$ cat src/rtl/conc_stim_sequencer.sv
// Stimulus sequencer: stores up to DEPTH vectors and replays one per clock under start/stop/hold.
// Optional feature macro SEQ_LOOP_EN: continuous replay that wraps to slot 0 and counts wraps.
module conc_stim_sequencer #(
  parameter int DEPTH = 6,
  parameter int WIDTH = 3,
  parameter int AW    = 3,
  parameter int PC_W  = 8
) (
  input  logic             clock,
  input  logic             reset,
  input  logic             cfg_we,
  input  logic [AW-1:0]    cfg_addr,
  input  logic [WIDTH-1:0] cfg_data,
  input  logic [AW:0]      cfg_len,
  input  logic             start,
  input  logic             stop,
  input  logic             hold,
  output logic [WIDTH-1:0] vec_out,
  output logic             vec_valid,
  output logic [PC_W-1:0]  pc,
  output logic             busy,
  output logic             done,
  output logic             cfg_err,
  output logic [PC_W-1:0]  wraps
);

  typedef enum logic [1:0] {IDLE = 2'b00, RUN = 2'b01, DONE = 2'b10} state_t;

  localparam logic [AW:0] DEPTH_L = (AW+1)'(DEPTH);

  logic [WIDTH-1:0] mem_q [DEPTH];

  state_t           state_q, state_d;
  logic [AW:0]      len_q, len_d;
  logic [PC_W-1:0]  pc_q, pc_d;
  logic [WIDTH-1:0] vec_q, vec_d;
  logic             valid_q, valid_d;
  logic             err_q, err_d;
  logic             busy_q, done_q;

  logic             wr_ok_s;
  logic [AW:0]      len_clamp_s;
  logic [PC_W-1:0]  len_ext_s;
  logic [WIDTH-1:0] first_vec_s;

  assign wr_ok_s     = cfg_we && (state_q != RUN) && ({1'b0, cfg_addr} < DEPTH_L);
  assign len_clamp_s = (cfg_len > DEPTH_L) ? DEPTH_L : cfg_len;
  assign len_ext_s   = PC_W'(len_q);
  // A same-edge write to slot 0 must be seen by a start on that edge.
  assign first_vec_s = (wr_ok_s && (cfg_addr == '0)) ? cfg_data : mem_q[0];

`ifdef SEQ_LOOP_EN
  logic [PC_W-1:0] wraps_q, wraps_d;
`endif

  // Vector storage; deliberately not reset so contents survive reset.
  always_ff @(posedge clock) begin
    if (wr_ok_s) begin
      mem_q[cfg_addr] <= cfg_data;
    end
  end

  // Next-state and output logic, priority stop > start > hold > advance.
  always_comb begin
    state_d = state_q;
    len_d   = len_q;
    pc_d    = pc_q;
    vec_d   = vec_q;
    valid_d = 1'b0;
    err_d   = cfg_we && !wr_ok_s;
`ifdef SEQ_LOOP_EN
    wraps_d = wraps_q;
`endif
    if (stop) begin
      state_d = IDLE;
    end else if (start && (state_q != RUN)) begin
      len_d = len_clamp_s;
`ifdef SEQ_LOOP_EN
      wraps_d = '0;
`endif
      if (len_clamp_s == '0) begin
        state_d = DONE;
        pc_d    = '0;
      end else begin
        state_d = RUN;
        vec_d   = first_vec_s;
        valid_d = 1'b1;
        pc_d    = PC_W'(1);
      end
    end else if ((state_q == RUN) && !hold) begin
      if (pc_q < len_ext_s) begin
        vec_d   = mem_q[pc_q[AW-1:0]];
        valid_d = 1'b1;
        pc_d    = pc_q + PC_W'(1);
      end else begin
`ifdef SEQ_LOOP_EN
        vec_d   = mem_q[0];
        valid_d = 1'b1;
        pc_d    = PC_W'(1);
        wraps_d = (wraps_q == '1) ? wraps_q : wraps_q + PC_W'(1);
`else
        state_d = DONE;
`endif
      end
    end else begin
      valid_d = 1'b0;
    end
  end

  // Control and output registers.
  always_ff @(posedge clock or negedge reset) begin
    if (!reset) begin
      state_q <= IDLE;
      len_q   <= '0;
      pc_q    <= '0;
      vec_q   <= '0;
      valid_q <= 1'b0;
      err_q   <= 1'b0;
      busy_q  <= 1'b0;
      done_q  <= 1'b0;
    end else begin
      state_q <= state_d;
      len_q   <= len_d;
      pc_q    <= pc_d;
      vec_q   <= vec_d;
      valid_q <= valid_d;
      err_q   <= err_d;
      busy_q  <= (state_d == RUN);
      done_q  <= (state_d == DONE);
    end
  end

`ifdef SEQ_LOOP_EN
  // Wrap counter register.
  always_ff @(posedge clock or negedge reset) begin
    if (!reset) begin
      wraps_q <= '0;
    end else begin
      wraps_q <= wraps_d;
    end
  end
  assign wraps = wraps_q;
`else
  assign wraps = '0;
`endif

  assign vec_out   = vec_q;
  assign vec_valid = valid_q;
  assign pc        = pc_q;
  assign busy      = busy_q;
  assign done      = done_q;
  assign cfg_err   = err_q;

endmodule
$ cat config.mk
export PLATFORM = sky130hd
export DESIGN_NAME = conc_stim_sequencer
export DESIGN_NICKNAME = d
export VERILOG_FILES = /design/src/rtl/conc_stim_sequencer.sv
export SDC_FILE = /design/constraint.sdc
export NUM_CORES = 1
export LEC_CHECK = 0
export ABC_AREA = 0
export BUFFER_PORTS_ARGS = -buffer_cell sky130_fd_sc_hd__buf_2
export CAP_MARGIN = 25
export CORE_ASPECT_RATIO = 1.5
export CORE_UTILIZATION = 50
export CTS_BUF_LIST = sky130_fd_sc_hd__clkbuf_16
export CTS_CLUSTER_DIAMETER = 50
export DETAILED_ROUTE_END_ITERATION = 10
export MAX_ROUTING_LAYER = met4
export PLACE_DENSITY = 0.74
export SLEW_MARGIN = 20
export SYNTH_ARGS = -nofsm -noshare
export SYNTH_HDL_FRONTEND = slang
export SYNTH_SLANG_ARGS = --single-unit
$ cat constraint.sdc
create_clock -name clock -period 6.15 [get_ports clock]
set_clock_uncertainty 0.15 [all_clocks]
set_input_delay 0.615 -clock clock [delete_from_list [all_inputs] [get_ports clock]]
set_output_delay 0.615 -clock clock [all_outputs]
set_load 0.02 [all_outputs]
# == Word level (Yosys, flattened, before mapping) ==
# Memories as Yosys holds them, arrays and structs flattened.
# Cells that the tools add are included.
# totals
ram_bits,18
memories,1
output_inout_bits,23
word_cells,56
latchBits,0
reg_bits,21
in_bits,16
rom_bits,0
# mem_list
memory,depth,width,rd,rd_ports_with_merged_regs,wr,line_no,source
mem_q,6,3,2,0,1,31,logic [WIDTH-1:0] mem_q [DEPTH];
# op_classes
addsub,1
reduce_logical,15
mux,22
bitwise,1
n_shift,0
n_mul,0
magnitude_cmp,3
n_eq_ne,5
div,0
# op_table
operator,count
$mux W8,3
$mux W3,5
$mux W2,5
$add A8 B1 Y8 const B,1
$lt A8 B4 Y1,1
$mux W1,8
$logic_and A1 B1 Y1,6
$eq A2 B1 Y1 const B,2
$gt A4 B3 Y1 const B,1
$logic_not A4 Y1,1
$mux W4,1
$reduce_and A4 Y1,1
$reduce_bool A2 Y1,2
$logic_not A3 Y1,1
$lt A3 B3 Y1 const B,1
$reduce_and A3 Y1,1
$eq A2 B2 Y1 const B,1
$logic_not A1 Y1,2
$ne A2 B1 Y1 const B,1
$ne A2 B2 Y1 const B,1
$reduce_and A2 Y1,1
$not A1 Y1,1

# == Logic depth before layout (Yosys ltp) ==
# Gate-level depths: netlist (run 1).
# depth
depth_word,7
mapped_depth,7
ltp_nobuf,7

# == Least setup slack after synthesis (run 1) ==
# OpenSTA, ideal clock, no wires.
# synth_timing
kind,flip-flop to flip-flop
startpoint,register pc_q[3] (netlist: pc[3])
endpoint,register vec_q[0] (netlist: vec_out[0])
slack_ns,4.041
period_less_slack_ns,2.109
arrival_ns,1.833
setup_ns,0.125
required_time_ns,5.875
path_buffers,0
stages_incl_launch_ff,7
path_cell_list,dfrtp_1 ha_1 nor4_1 nand2_1 nor3_4 a21o_4 mux2_4
# synth_between
elab_chain_len,3
# synth_lines
element,line_no,source
start: declaration,35,"logic [PC_W-1:0] pc_q, pc_d;"
start signal: assignment,124,pc_q <= pc_d;
$lt A8 B4 Y1,91,if (pc_q < len_ext_s) begin
$reduce_bool A2 Y1 (no line),-,
$reduce_and A4 Y1 (no line),-,
end signal: assignment,125,vec_q <= vec_d;
end: declaration,36,"logic [WIDTH-1:0] vec_q, vec_d;"
# No other way between the ends.
# A chain may end at the register's enable or synchronous reset.

# == Worst setup path in the final report (run 1) ==
# layout_timing
startpoint,register pc_q[1] (netlist: pc[1])
endpoint,register vec_q[0] (netlist: vec_out[0])
# layout_between
elab_chain_len,4
elab_cells_between_ends,7
cone_classes,order compare (1); mux (3); reduce/logical (2); memory (1)
# layout_lines
element
branches (longest 4 deep; another with $lt A8 B4 Y1)
# Parallel ways; which one is timed is not known. The select of a mux whose other input is x is not followed.

==> summary by stage, run 1 <==
STA
Setup repair after global routing left no endpoint under its margin. Derived from the worst setup path, the maximum achievable clock frequency is 0.446 GHz. The post-route setup TNS is 0 ps. The slew at the pin closest to its max-slew limit is 717 ps.

The worst pin sits at a relative slew slack of 51.5%. The max-slew violation count came to 0. The final clock period utilization by the worst path is 36.5%. Setup violations remaining at the end of the flow were counted as 0. After layout, the worst setup slack is 3910 ps. The final period demand of the worst path is 2240 ps. The hold violation count in the final report is 0.

Synth
A synthesized cell averages 13.2 sq um. The post-synthesis register bit count is 39. Sequential elements use 56.8% of the synthesized area. Synthesis instantiated 42 different standard cells from the library. The warning count from the yosys run is 0.

The cell count after synthesis came out at 142. Summing every instance area after synthesis gives 0.00188 sq mm.

Clock network
The clock-pin slew of the registers on the worst-case setup and hold paths is 60 ps. The clock net sink count is 39. The depth of the CTS H-tree is 2. The clock passes through at most 2 buffers. Clock tree synthesis inserted a total of 5 buffers. In this run, post-CTS repair resized a total of 0 instances.

The post-CTS setup buffer count is 0. The number of buffers inserted by hold repair at cts is 0. The clock latency on the worst-skew pair is 280 ps. The library cell used as clock root buffer is clkbuf_16. TritonCTS built the clock tree.

Global route
The maximum number of pins on one net before global-route repair is 22. The total track usage is 20.2%. The number of global-route vias before repair is 1193.

The first global-routing pass estimated 5.61 mm of wire. The number of antenna violations at the first check in global routing is 0. The overall overflow remaining after global route is 0.

Placement
The number of buffer cells added on primary ports is 30. At the placement stage, the worst setup path has a slack of 3940 ps. The final weighted congestion of routability-driven global placement is 0.729. Detailed placement ended at an HPWL of 2.63 mm. Summing all placed instances gives a cell area of 0.00203 sq mm.

Worst setup path
The data required time at the worst endpoint is 6160 ps. The startpoint kind of the worst setup timing path is a flop. The most critical setup path has its startpoint at pc[1]. The startpoint of the worst-slack reg-to-reg timing path is pc[1]. The critical path is of the flop to flop type. Of all nets on the critical path, the largest fanout is 8.

The worst setup path is captured at a flop. Data on the critical path arrives at its endpoint at 2260 ps.

Job
The tool flagged a number of max-cap violations equal to 0.

Power and ir drop
Summed over all cells, the static leakage comes to 0.000945 uW. The worst vdd rail ir drop is 0.346 mV. The power density over cell area is 333 mW/mm^2.

Finish
After routing the design area is 0.00217 sq mm. Of the cells placed in the final design, the portion with a size suffix greater than 1 is 32.4%. The number of antenna diodes in the final layout is 0. The final layout contains 195 nets. The layout-stage area growth over the synthesis result is 15.7%.

Drt
The DRC violations left is 0. Dividing the detail-routed via count by the number of cells gives 5.39. Wires add up to 3.52 mm. Summing over every cut layer, the via total after detailed routing is 1174.

The routed length per placed instance is 16.2 um. In this run the remaining antenna-violating nets after routing total 0. Before antenna repair, the detailed router went through 4 iterations. For this block, the initial DRC count from the detailed router was 35.

Floorplan
The floorplan has 26 rows. For this configuration, the core starts out at a cell density of 54.0%. The height of the die is 77.1 um.

The die covers 0.00401 sq mm. The floorplan step set the die width to 52.0 um. The number of placed I/O pins is 39.

The total area inside the core boundary comes to 0.00348 sq mm.

Min path
The path class of the tightest hold or removal check is primary input to async pin.

Outcome
The flow ran to the end, and the final reports show no timing, DRC or antenna violations.
[stage by stage]
stage / power (uW) / hold slack, ps / utilization, % / std cells
finish: 723 / 130 / 62.4 / 218
global route: 754 / 172 / 62.4 / 218
CTS: 727 / 154 / 62.4 / 218
detailed placement: 484 / 324 / 58.4 / 210
global placement: 479 / 316 / 58.4 / 210
floorplan: 440 / 169 / - / 149
[kinds of logic (layout without fill, tap and decap cells)]
kind of cell	after synthesis	after routing	synth area share, %
buf+inv	14	41	4.60
xor+xnor	1	1	0.466
other cells	1	8	0.200
simple gates	46	46	15.5
compound gates	18	18	6.66
mux	19	19	13.1
flops	39	39	56.8
fa+ha+maj	4	4	2.66
[per-layer routing]
metal	vias up	global-route usage (%)	share of wire, %
met3	5	5.36	4.0
met5	-	-	0
met4	0	5.68	1.5
met2	33	35.6	55
met1	569	21.1	39
li1	567	-	-
[layout by cell type, fill, tap and decap left out, types with 5 or more instances in the layout]
cell type / Yosys / layout
nor2_1: 11 / 11
o21ai_0: 6 / 6
edfxtp_1: 18 / 18
conb_1: 1 / 8
buf_2: 0 / 30
nand2_1: 10 / 10
mux2i_1: 10 / 10
clkbuf_16: 0 / 5
dfrtp_1: 21 / 21
[cells in the mapped netlist]
library cell  count  area (sq um)
dfrtp_1          21           526
edfxtp_1         18           541
nor2_1           11          41.3
mux2i_1          10           100
nand2_1          10          37.5
buf_4             9          67.6
o21ai_0           6          30.0
and2_1            4          25.0
ha_1              4          50.1
a21oi_1           3          15.0
inv_1             3          11.3
mux2_2            3          33.8
mux2_4            3          45.0
mux4_2            3          67.6
nor3b_1           3          22.5
clkbuf_1          2          7.51
nand2b_1          2          12.5
nand4_1           2          12.5
o21a_1            2          15.0
a21boi_0          1          7.51
a21o_4            1          15.0
a31o_2            1          8.76
a31oi_1           1          6.26
a41oi_1           1          8.76
and2b_4           1          10.0
and3_1            1          6.26
conb_1            1          3.75
nand2_2           1          6.26
nand2b_4          1          13.8
nand3_1           1          5.00
nand4b_1          1          8.76
nor3_1            1          5.00
nor3_4            1          16.3
nor4_1            1          6.26
nor4_4            1          21.3
nor4b_1           1          8.76
nor4b_2           1          15.0
o211ai_1          1          7.51
o221a_2           1          11.3
or2_2             1          6.26
or3_4             1          11.3
xnor2_1           1          8.76
[sequential cells by signal, indices dropped and copies added (netlist names)]
name       count
mem_q         18
state_q        2
cfg_err        1
busy           1
len_q          4
done           1
vec_out        3
vec_valid      1
pc             8
[worst paths after layout]
kind                         endpoint  slack (ps)  cells after the start
max in group asynchronous     cfg_err        5400                      1
setup / recovery           vec_out[0]        3910                      6
hold reg to reg              len_q[0]         330                      2
min in group clock           len_q[0]         330                      2
hold / removal               len_q[0]         130                      1
setup reg to reg           vec_out[0]        3910                      6
[power by group]
group | total [uW] | internal [uW] | switching [uW]
combinational | 153 | 71.4 | 81.6
clock | 244 | 148 | 96.5
sequential | 326 | 298 | 27.5
[area by class of cell]
cell class,instances,area (sq um)
Clock buffer,5,125
Tap cell,42,52.6
Timing Repair Buffer,30,150
Clock inverter,3,16.3
Fill cell,269,1310
Multi-Input combinational cell,96,752
Sequential cell,39,1070
Inverter,3,11.3
[critical path, cell delays in order, from the launching register on]
cell and delay [ps]:
dfrtp_1 500, ha_1 350, o211ai_1 170, nor2_1 140
nor3_4 340, a21o_4 170, mux2_4 300
No activity file was read; power rests on OpenSTA's default activity.
==> run 2: changes to the inputs <==
==> constraint.sdc (replaced) <==
create_clock -name clock -period 2.21 [get_ports clock]
set_clock_uncertainty 0.15 [all_clocks]
set_input_delay 0.221 -clock clock [delete_from_list [all_inputs] [get_ports clock]]
set_output_delay 0.221 -clock clock [all_outputs]
set_load 0.02 [all_outputs]
==> summary by stage, run 2 (synthesis results as in run 1) <==
Power and ir drop
The power density over cell area is 909 mW/mm^2 (+170%). The worst vdd rail ir drop is 0.727 mV (+110%). The power after layout is 2060 uW (+180%). The static leakage is 0.000995 uW (+5.2%).

Worst setup path
The cell with the largest stage delay on the worst path is dfrtp_1. The critical path goes through ha_1 -> o211ai_1 -> nor2_1 -> nor3_4 -> a21o_4 -> mux2_4. The data arrival at the endpoint of the critical path is 2110 ps (-150 ps). The critical path start-end classification is flop to flop.

The cell depth of the worst setup path is 6 (unchanged). The number of buffer and inverter stages on the critical path is 0 (unchanged). The most critical setup path has its startpoint at pc[3].

In this run the critical register-to-register path is launched from pc[3]. The kind of cell with the highest combined delay along the critical path is simple AND/OR/NAND/NOR gates. The endpoint identified for the worst register-to-register timing path is vec_out[0]. The worst stage delay on the critical path came to 410 ps (-90 ps). The endpoint of the most critical setup path is vec_out[0]. The maximum fanout along the worst path is 5 (-3).

STA classifies the critical path startpoint as a flop. The data required time at the worst endpoint is 2220 ps (-3940 ps). The register-to-register setup slack is 110 ps (-3800 ps). The type of element capturing the critical path is a flop. The number of cells traversed by the worst register-to-register path is 6 (unchanged).

Drt
The vias after detailed routing is 1215 (+3.5%). The post-route antenna net violation count was 0 (unchanged). The routed length per placed instance came to 15.5 um (-4.3%). The number of violations reported at the end of detailed-routing iteration 0 is 19 (-46%). The vias per cell is 5.33 (-1.0%). The iteration count of the initial detailed-routing pass is 4 (unchanged). The total routed wirelength is 3.53 mm (about the same). The DRC violations left is 0 (unchanged).

STA
Setup repair after global routing left no endpoint under its margin. The final clock period utilization by the worst path was 95.1% (+59 points). The max-slew violation count is 0 (unchanged).

The post-route setup TNS is 0 ps (unchanged). The hold violation count in the final report is 0 (unchanged). The worst hold slack is 23.8 ps (-106 ps). The slew at the pin closest to its max-slew limit is 515 ps (-202 ps).

The number of setup violations in the final report is 0 (unchanged). The relative max-transition margin is 65.6% (+14 points). The final period demand of the worst path is 2100 ps (-141 ps). The peak clock frequency supported by timing is 0.476 GHz (+6.7%).

Global route
The maximum number of pins on one net before global-route repair is 22 (unchanged). The overall overflow remaining after global route is 0 (unchanged). The number of antenna violations at the first check in global routing is 0 (unchanged).

The total track usage was 20.2% (+0.033 points). The number of global-route vias before repair was 1245 (+4.4%). The first-pass GRT wire length is 5.71 mm (+1.9%).

Clock network
The clock tree from TritonCTS is done. The clock-pin slew of the registers on the worst-case setup and hold paths is 60 ps (about the same). The post-CTS setup buffer count is 0 (unchanged). CTS placed an instance of clkbuf_16 at the clock tree root. The depth of the CTS H-tree is 2 (unchanged).

The clock latency on the worst-skew pair is 280 ps (about the same). The number of buffers on the longest clock path came to 2 (unchanged). The clock net sink count came to 39 (unchanged).

The clock buffer count from CTS is 5 (unchanged).

Finish
The footprint of the flip-flops and latches came to 0.00107 sq mm (unchanged). The number of flip-flops under the largest register name was 18 (unchanged). The register with the most flip-flops in the final layout is mem_q.

The antenna diode count is 0 (unchanged). In the layout the commonest cells are buf_2 (30), dfrtp_1 (21), edfxtp_1 (18). The net total in the final layout is 205 (+5.1%). The leading cell type in the layout, fill and taps excluded is buf_2.

The fraction of final layout cells with drive strength greater than 1 is 36.0% (+3.6 points). The total area of multi-input combinational cells was 752 sq um (unchanged). The total of fill cells in the finished design is 260 (-3.3%).

Relative to the synthesized area, the layout overhead comes to 20.3%.

Floorplan
The initial standard-cell utilization of the core came to 54.0% (unchanged). The die outline area is 0.00401 sq mm (unchanged). The width of the chip was 52.0 um (unchanged). The number of placed I/O pins is 39 (unchanged). The height of the die came to 77.1 um (unchanged). The floorplan row count is 26 (unchanged). The area of the core is 0.00348 sq mm (unchanged).

Min path
The tightest min-delay check is of the primary input to flop type.

Job
The number of max-cap violations is 0 (unchanged).

Outcome
The flow ran to the end, and the final reports show no timing, DRC or antenna violations.

Placement
The total half-perimeter wirelength after legalization and detailed placement is 2.71 mm (+3.0%). The final weighted congestion of routability-driven global placement is 0.773 (+6.0%). The number of buffer cells added on primary ports came to 30 (unchanged).
run 2: area by class of cell:
type                       instances  share of cell area, %
clock inverter                     3                   1.11
inverter                           3                  0.498
tap                               42                   2.33
multi-input combinational         96                   33.3
clock buffer                       5                   5.54
timing repair buffer              40                   10.1
sequential                        39                   47.2
run 2: how the worst min path moves through the flow:
stage,cells after the start,to,startpoint
after CTS,2,state_q[1],stop
after detailed placement,1,len_q[0],reset
after floorplan,0,busy,reset
after global placement,1,len_q[2],reset
final,2,state_q[1],stop
after global routing,2,state_q[1],stop
run 2: stage by stage:
stage	cell area, sq um	utilization [%]	setup WS (ps)	instances
6_report	2260	64.9	108	228
5_1_grt	2260	64.9	19.2	228
4_1_cts	2260	64.9	116	228
3_5_place_dp	2100	60.3	118	219
3_3_place_gp	2100	60.3	221	219
2_1_floorplan	1900	-	101	149
run 2: layer usage:
layer / vias up / GRT usage, % / part of all wire, % / wire length (um)
met4: 0 / 6.49 / 2.1 / 73
li1: 592 / - / - / -
met5: - / - / 0 / 0
met2: 30 / 35.0 / 57 / 2030
met1: 587 / 21.2 / 37 / 1310
met3: 6 / 5.75 / 3.3 / 116
run 2: power by group:
part	internal, uW	switching, uW
Clock	421	281
Combinational	218	250
Sequential	830	54.7
run 2: timing repair:
action	4_1_cts	5_1_grt
hold buffers	1	0
resized for setup	0	0
hold endpoints to repair	21	0
